`config.mk`:
```
export PLATFORM = sky130hd
export DESIGN_NAME = fb_write_scheduler_flat
export DESIGN_NICKNAME = d
export VERILOG_FILES = /design/src/rtl/fb_wr_if.sv /design/src/rtl/fb_write_scheduler.sv /design/src/flat_wrapper.sv
export SDC_FILE = /design/constraint.sdc
export NUM_CORES = 1
export LEC_CHECK = 0
export CORE_ASPECT_RATIO = 1.4
export CORE_MARGIN = 1
export CORE_UTILIZATION = 58
export CTS_CLUSTER_DIAMETER = 30
export DETAILED_ROUTE_END_ITERATION = 8
export GPL_TIMING_DRIVEN = 0
export MAX_ROUTING_LAYER = met4
export PLACE_DENSITY = 0.85
export SYNTH_ARGS = -nofsm -noshare
export SYNTH_HDL_FRONTEND = slang
export SYNTH_SLANG_ARGS = --single-unit
export TNS_END_PERCENT = 20
```
`constraint.sdc`:
```
create_clock -name clk -period 4.7 [get_ports clk]
set_input_delay 0.705 -clock clk [delete_from_list [all_inputs] [get_ports clk]]
set_output_delay 0.705 -clock clk [all_outputs]
set_load 0.02 [all_outputs]
```
`src/rtl/fb_wr_if.sv`:
```
// fb_wr_if: stream pixel write handshake into the frame-buffer write scheduler
interface fb_wr_if #(
  parameter int ADDR_W = 15,
  parameter int DATA_W = 3
);
  logic [DATA_W-1:0] wr_data;
  logic [ADDR_W-1:0] wr_addr;
  logic              wr_valid;
  logic              wr_ready;
  modport master (output wr_data, wr_addr, wr_valid, input wr_ready);
  modport slave  (input wr_data, wr_addr, wr_valid, output wr_ready);
endinterface

```
`src/rtl/fb_write_scheduler.sv`:
```
// fb_write_scheduler: shares the SDPB write port between the pixel stream and a clear/fill engine.
// Define FB_WR_BOUNDS_CHECK_EN to drop (and flag on wr_oob) stream writes at addresses >= FB_DEPTH.
module fb_write_scheduler #(
  parameter int ADDR_W   = 15,
  parameter int DATA_W   = 3,
  parameter int FB_DEPTH = 19200
) (
  input  logic              clk,
  input  logic              rst,
  fb_wr_if.slave            wr,
  input  logic              clr_start,
  input  logic [DATA_W-1:0] clr_color,
  output logic              clr_busy,
  output logic              clr_done,
  output logic              frame_done,
  output logic              wr_oob,
  output logic [DATA_W-1:0] sdpb_wdata,
  output logic [ADDR_W-1:0] sdpb_waddr,
  output logic              sdpb_wen
);
  localparam logic [0:0] IDLE  = 1'b0;
  localparam logic [0:0] CLEAR = 1'b1;
  localparam logic [ADDR_W:0] DEPTH = (ADDR_W+1)'(FB_DEPTH);
  localparam logic [ADDR_W:0] LAST  = DEPTH - 1'b1;
  logic [0:0]        state;
  logic [ADDR_W:0]   fill_cnt;
  logic [ADDR_W:0]   pix_cnt;
  logic [DATA_W-1:0] color;
  logic              accept;
  logic              oob;
  assign wr.wr_ready = (state == IDLE) && !clr_start;
  assign accept      = wr.wr_valid && wr.wr_ready;
`ifdef FB_WR_BOUNDS_CHECK_EN
  assign oob = accept && ({1'b0, wr.wr_addr} >= DEPTH);
`else
  assign oob = 1'b0;
`endif
  always_ff @(posedge clk or posedge rst) begin
    if (rst) begin
      state      <= IDLE;
      fill_cnt   <= '0;
      pix_cnt    <= '0;
      color      <= '0;
      clr_busy   <= 1'b0;
      clr_done   <= 1'b0;
      frame_done <= 1'b0;
      wr_oob     <= 1'b0;
      sdpb_wdata <= '0;
      sdpb_waddr <= '0;
      sdpb_wen   <= 1'b0;
    end else begin
      clr_done   <= 1'b0;
      frame_done <= 1'b0;
      wr_oob     <= 1'b0;
      sdpb_wen   <= 1'b0;
      if (state == IDLE) begin
        if (clr_start) begin
          state      <= CLEAR;
          color      <= clr_color;
          clr_busy   <= 1'b1;
          sdpb_wen   <= 1'b1;
          sdpb_waddr <= '0;
          sdpb_wdata <= clr_color;
          fill_cnt   <= {{ADDR_W{1'b0}}, 1'b1};
        end else if (oob) begin
          wr_oob <= 1'b1;
        end else if (accept) begin
          sdpb_wen   <= 1'b1;
          sdpb_waddr <= wr.wr_addr;
          sdpb_wdata <= wr.wr_data;
          frame_done <= (pix_cnt == LAST);
          pix_cnt    <= (pix_cnt == LAST) ? '0 : pix_cnt + 1'b1;
        end
      end else if (fill_cnt == DEPTH) begin
        // last address went out on the previous edge; stream resumes next cycle
        state    <= IDLE;
        clr_busy <= 1'b0;
        clr_done <= 1'b1;
        pix_cnt  <= '0;
      end else begin
        sdpb_wen   <= 1'b1;
        sdpb_waddr <= fill_cnt[ADDR_W-1:0];
        sdpb_wdata <= color;
        fill_cnt   <= fill_cnt + 1'b1;
      end
    end
  end
endmodule

```
`src/flat_wrapper.sv`:
```
// flat-port wrapper written by rule: the top's interface ports become plain ports
module fb_write_scheduler_flat 
#(
  parameter int ADDR_W   = 15,
  parameter int DATA_W   = 3,
  parameter int FB_DEPTH = 19200
)
  (clk, rst, clr_start, clr_color, clr_busy, clr_done, frame_done, wr_oob, sdpb_wdata, sdpb_waddr, sdpb_wen, wr_wr_data, wr_wr_addr, wr_wr_valid, wr_wr_ready);
  fb_wr_if #(.ADDR_W(ADDR_W), .DATA_W(DATA_W)) wr_i ();
  input  logic clk;
  input  logic rst;
  input  logic clr_start;
  input  logic [DATA_W-1:0] clr_color;
  output logic clr_busy;
  output logic clr_done;
  output logic frame_done;
  output logic wr_oob;
  output logic [DATA_W-1:0] sdpb_wdata;
  output logic [ADDR_W-1:0] sdpb_waddr;
  output logic sdpb_wen;
  input wire logic [$bits(wr_i.wr_data)-1:0] wr_wr_data;
  input wire logic [$bits(wr_i.wr_addr)-1:0] wr_wr_addr;
  input wire logic [$bits(wr_i.wr_valid)-1:0] wr_wr_valid;
  output wire logic [$bits(wr_i.wr_ready)-1:0] wr_wr_ready;
  assign wr_i.wr_data = wr_wr_data;
  assign wr_i.wr_addr = wr_wr_addr;
  assign wr_i.wr_valid = wr_wr_valid;
  assign wr_wr_ready = wr_i.wr_ready;
  fb_write_scheduler #(.ADDR_W(ADDR_W), .DATA_W(DATA_W), .FB_DEPTH(FB_DEPTH)) u_core (.clk(clk), .rst(rst), .wr(wr_i), .clr_start(clr_start), .clr_color(clr_color), .clr_busy(clr_busy), .clr_done(clr_done), .frame_done(frame_done), .wr_oob(wr_oob), .sdpb_wdata(sdpb_wdata), .sdpb_waddr(sdpb_waddr), .sdpb_wen(sdpb_wen));
endmodule
```
Word-level counts from Yosys, hierarchy flattened
Index checks and enable logic that the tools add are counted.
{"block": "op_classes", "reduce_logical": 11, "n_mux": 30, "bitwise": 1, "add_sub_neg": 2, "eq_ne": 5}
{"operator": "2-to-1 mux 16 bit", "count": 8}
{"operator": "2-to-1 mux 15 bit", "count": 4}
{"operator": "adder 16 x 1 -> 16 bit (second input constant)", "count": 2}
{"operator": "== test 16 x 15 -> 1 bit (second input constant)", "count": 2}
{"operator": "2-to-1 mux 1 bit", "count": 14}
{"operator": "2-to-1 mux 3 bit", "count": 4}
{"operator": "AND reduction 2 bit", "count": 4}
{"operator": "!= test 2 bit (second input constant)", "count": 2}
{"operator": "nonzero test 2 bit", "count": 2}
{"operator": "AND reduction 3 bit", "count": 1}
{"operator": "nonzero test 3 bit", "count": 1}
{"operator": "logical AND 1 bit", "count": 2}
{"operator": "!= test 2 x 1 -> 1 bit (second input constant)", "count": 1}
{"operator": "logical NOT 1 bit", "count": 1}
{"operator": "NOT 1 bit", "count": 1}
{"block": "word_totals", "out_inout_bits": 24, "reg_bits": 58, "inputBits": 25, "elab_cells": 59}

Longest topological paths before layout
{"block": "logic_depth", "word_depth": 6, "mapped_depth": 9, "ltp_nobuf": 7}

Worst setup path after synthesis
No wires, ideal clock.
{"block": "synth_timing", "path_type": "input port to output port", "from": "in clr_start", "to": "out wr_wr_ready", "n_path_buf": 2, "required_time_ps": 3995, "arrival_time_ps": 1667, "cell_stages": 4, "setup_slack_ps": 2328, "path_cell_list": "clkbuf_1 -> or2_2 -> inv_1 -> clkbuf_1"}
{"block": "synth_between", "elab_chain_cells": 2}
{"element": "start: declaration", "line_no": "flat_wrapper.sv:12", "rtl": "input logic clr_start;"}
{"element": "logical NOT 1 bit", "line_no": "fb_write_scheduler.sv:31", "rtl": "assign wr.wr_ready = (state == IDLE) && !clr_start;"}
{"element": "logical AND 1 bit", "line_no": "fb_write_scheduler.sv:31"}
{"element": "end: declaration", "line_no": "flat_wrapper.sv:24", "rtl": "output wire logic [$bits(wr_i.wr_ready)-1:0] wr_wr_ready;"}
No other way between the ends.

Final worst setup path
Ends and elaborated chain as after synthesis.

==> results by group <==
Global route
  • Initial antenna violation count: 0
  • Total grt overflow: 0
  • Met2 usage in global routing: 0.511
  • Global-route wire length before repair: 12.2 mm
  • Busiest layer in global routing: met2
  • Largest net degree at the start of global routing: 38
  • Gr usage total: 0.301
  • Met1 usage: 0.345
  • GRT met3 Usage: 0.0625
  • Vias in the first global route: 2522

Critical path
  • WS Path Type: in -> out
  • Source of the critical timing path: clr_start
  • Setup crit end kind: output port
  • Crit-path max FO: 10
  • Crit path required time: 3.99 ns
  • Reg2Reg Launch Point: u_core.fill_cnt[0]
  • WP data arrival: 2.57 ns
  • Crit start category: input pin

Placed design
  • Placed cells: 417
  • Hpwl dp: 5.19 mm
  • Gpl congestion: 0.909
  • Area after DPL: 3640 um2
  • Port bufs: 46

Hold path
  • Hold_sp: u_core.color[1]
  • HP Class: reg -> reg

Synthesis
  • Synthesized-area fraction occupied by adder cells: 0.0122
  • Synth async-reset ratio: 1.00
  • Sequential area share after synthesis: 0.472
  • Main combinational cell family by area after synthesis: simple AND/OR/NAND/NOR gates
  • Mapped Cells: 304
  • Syn. warnings: 0
  • Synth Flop Type: dfrtp_1
  • Yosys cell types: 49
  • Compound-cell area share of the yosys netlist: 0.165
  • Number of flops mapped to enable cells by yosys: 0
  • Top cell type's share of synthesized area: 0.472
  • Mux share of post-synthesis cell area: 0.0866
  • Top cells by area, synth: dfrtp_1, a22o_1, mux2_4
  • Synth Area in XOR/XNOR: 0.0114
  • Cell accounting for the most synthesized area: dfrtp_1
  • Post-synthesis net count: 332
  • Syn avg cell area: 10.1 um2
  • Seq cells post-synth: 58
  • Netlist Area Pre-Place: 3080 um2
  • Simple-gate share of the synthesized area: 0.209

Final layout
  • Diodes inserted: 0
  • # nets final: 390
  • Number of fill cells: 370
  • Leading cell types in the layout, fill and taps excluded: dfrtp_1, clkdlybuf4s50_1, nand2_1, o21ai_0
  • Layout area overhead: 24.2%
  • Layout Cell Area excl Fill: 3820 um2
  • Layout cells sized above 1: 0.125
  • Final std cells w/o fill: 433
  • Most common cell after layout, fill and taps aside: dfrtp_1
  • Final core occ: 0.741

Routing
  • DRC: 0
  • WL final: 7.42 mm
  • Vias per Instance: 6.12
  • DR vias: 2650
  • Drt wl/cell: 17.1 um
  • Detail Route Antenna Nets: 0
  • DR pass1 iterations: 5
  • First DRT Iteration DRCs: 181

Timing
  • TNS Setup: 0 ns
  • Unrepaired setup endpoints after global routing: no
  • Fin crit share: 0.696
  • Worst Tran Pin Value: 0.678 ns
  • Final Skew: 0.0121 ns
  • Achievable frequency: 306 MHz
  • Final Hold Viols: 0
  • Final Slew Violations: 0
  • Finish-stage setup viols: 0
  • Slew headroom: 0.546
  • Post-layout min period: 3.27 ns

Clocking
  • Post-CTS Setup Bufs: 0
  • Clk root buf: clkbuf_8
  • Cts repair resizes: 0
  • CTS tree: yes
  • Worst skew pair latency: 0.35 ns
  • Htree depth: 3
  • Hold Buf Count CTS: 0
  • Clk slew on worst S/H paths: 0.07 ns
  • Clock sinks: 58
  • TritonCTS Buffers: 9
  • CTS max path bufs: 2

Power
  • Power Total: 0.00138 W
  • Leak pwr: 1.65 nW
  • Pwr dens: 362 nW/um2
  • Worst VDD drop: 0.000234 V

Floorplanning
  • Die width: 63.6 um
  • Initial cell density of the core: 0.597
  • Core Footprint: 5160 um2
  • Die Y: 88.2 um
  • DIE AREA: 5610 um2
  • Ports: 49
  • Row count: 31

Outcome
  • Outcome: finished, final reports clean

Run
  • Max-cap violations: 0
synthesized netlist by cell type, types with 4 or more instances:
master and number:
and4_1 8, nand3_1 16, clkbuf_1 15, nand4_1 15
dfrtp_1 58, o211ai_1 5, a22o_1 17, a21oi_1 6
o21ai_0 24, inv_1 9, nor2_1 14, nand2_1 31
mux2_4 9, or3_1 5, or2_2 4, mux2_2 9
power by group:
part / leakage [nW] / internal (W) / switching [W]
clock network: 0.0965 / 0.000233 / 0.000194
registers: 0.733 / 0.000572 / 0.0000723
logic: 0.819 / 0.000176 / 0.000137
worst paths after layout:
kind,to,slack [ns],cells past startpoint
min in group asynchronous,u_core.frame_done,0.70,2
min,u_core.color[1],0.48,2
min reg2reg,u_core.color[1],0.48,2
max,wr_wr_ready,1.43,5
max reg2reg,u_core.pix_cnt[13],2.20,7
max in group asynchronous,u_core.fill_cnt[13],3.44,3
worst max-delay path, cell delays in order:
cell	delay [ns]
clkbuf_1	0.22
or2_2	0.38
inv_1	0.13
clkbuf_1	0.42
clkdlybuf4s50_1	0.71
metrics by stage:
| stage | hold slack [ns] | setup WS (ns) |
|---|---|---|
| 2_1_floorplan | 0.446 | 2.33 |
| 6_report | 0.483 | 1.43 |
| 4_1_cts | 0.487 | 1.47 |
| 3_3_place_gp | 0.459 | 1.49 |
| 5_1_grt | 0.517 | 1.35 |
| 3_5_place_dp | 0.470 | 1.47 |
metal layers:
metal	wire length, um	part of all wire
met2	3840	0.52
met4	114	0.015
met5	0	0
met3	302	0.041
met1	3170	0.43
area by class of cell:
type,instances,area (um2),share of cell area
Inverter,10,42.5,0.0111
Sequential cell,58,1450,0.380
Buffer,19,90.1,0.0236
Multi-Input combinational cell,217,1490,0.391
Tap cell,66,82.6,0.0216
Clock buffer,14,173,0.0452
Clock inverter,2,10.0,0.00262
Timing Repair Buffer,47,480,0.126
state kept, by name (all words and copies together) (netlist names):
name,cells
u_core.color,3
u_core.pix_cnt,16
u_core.frame_done,1
u_core.clr_busy,1
u_core.sdpb_waddr,15
u_core.sdpb_wen,1
u_core.sdpb_wdata,3
u_core.state,1
u_core.fill_cnt,16
u_core.clr_done,1
cells by family after synthesis:
family,Yosys count
AOI/OAI and AO/OA,71
xor gates and xnor gates,4
adders and majority gates,3
buffers and inverters,29
DFF,58
muxes,21
other,1
and+or+nand+nor,117
(Power assumes the default switching activity.)
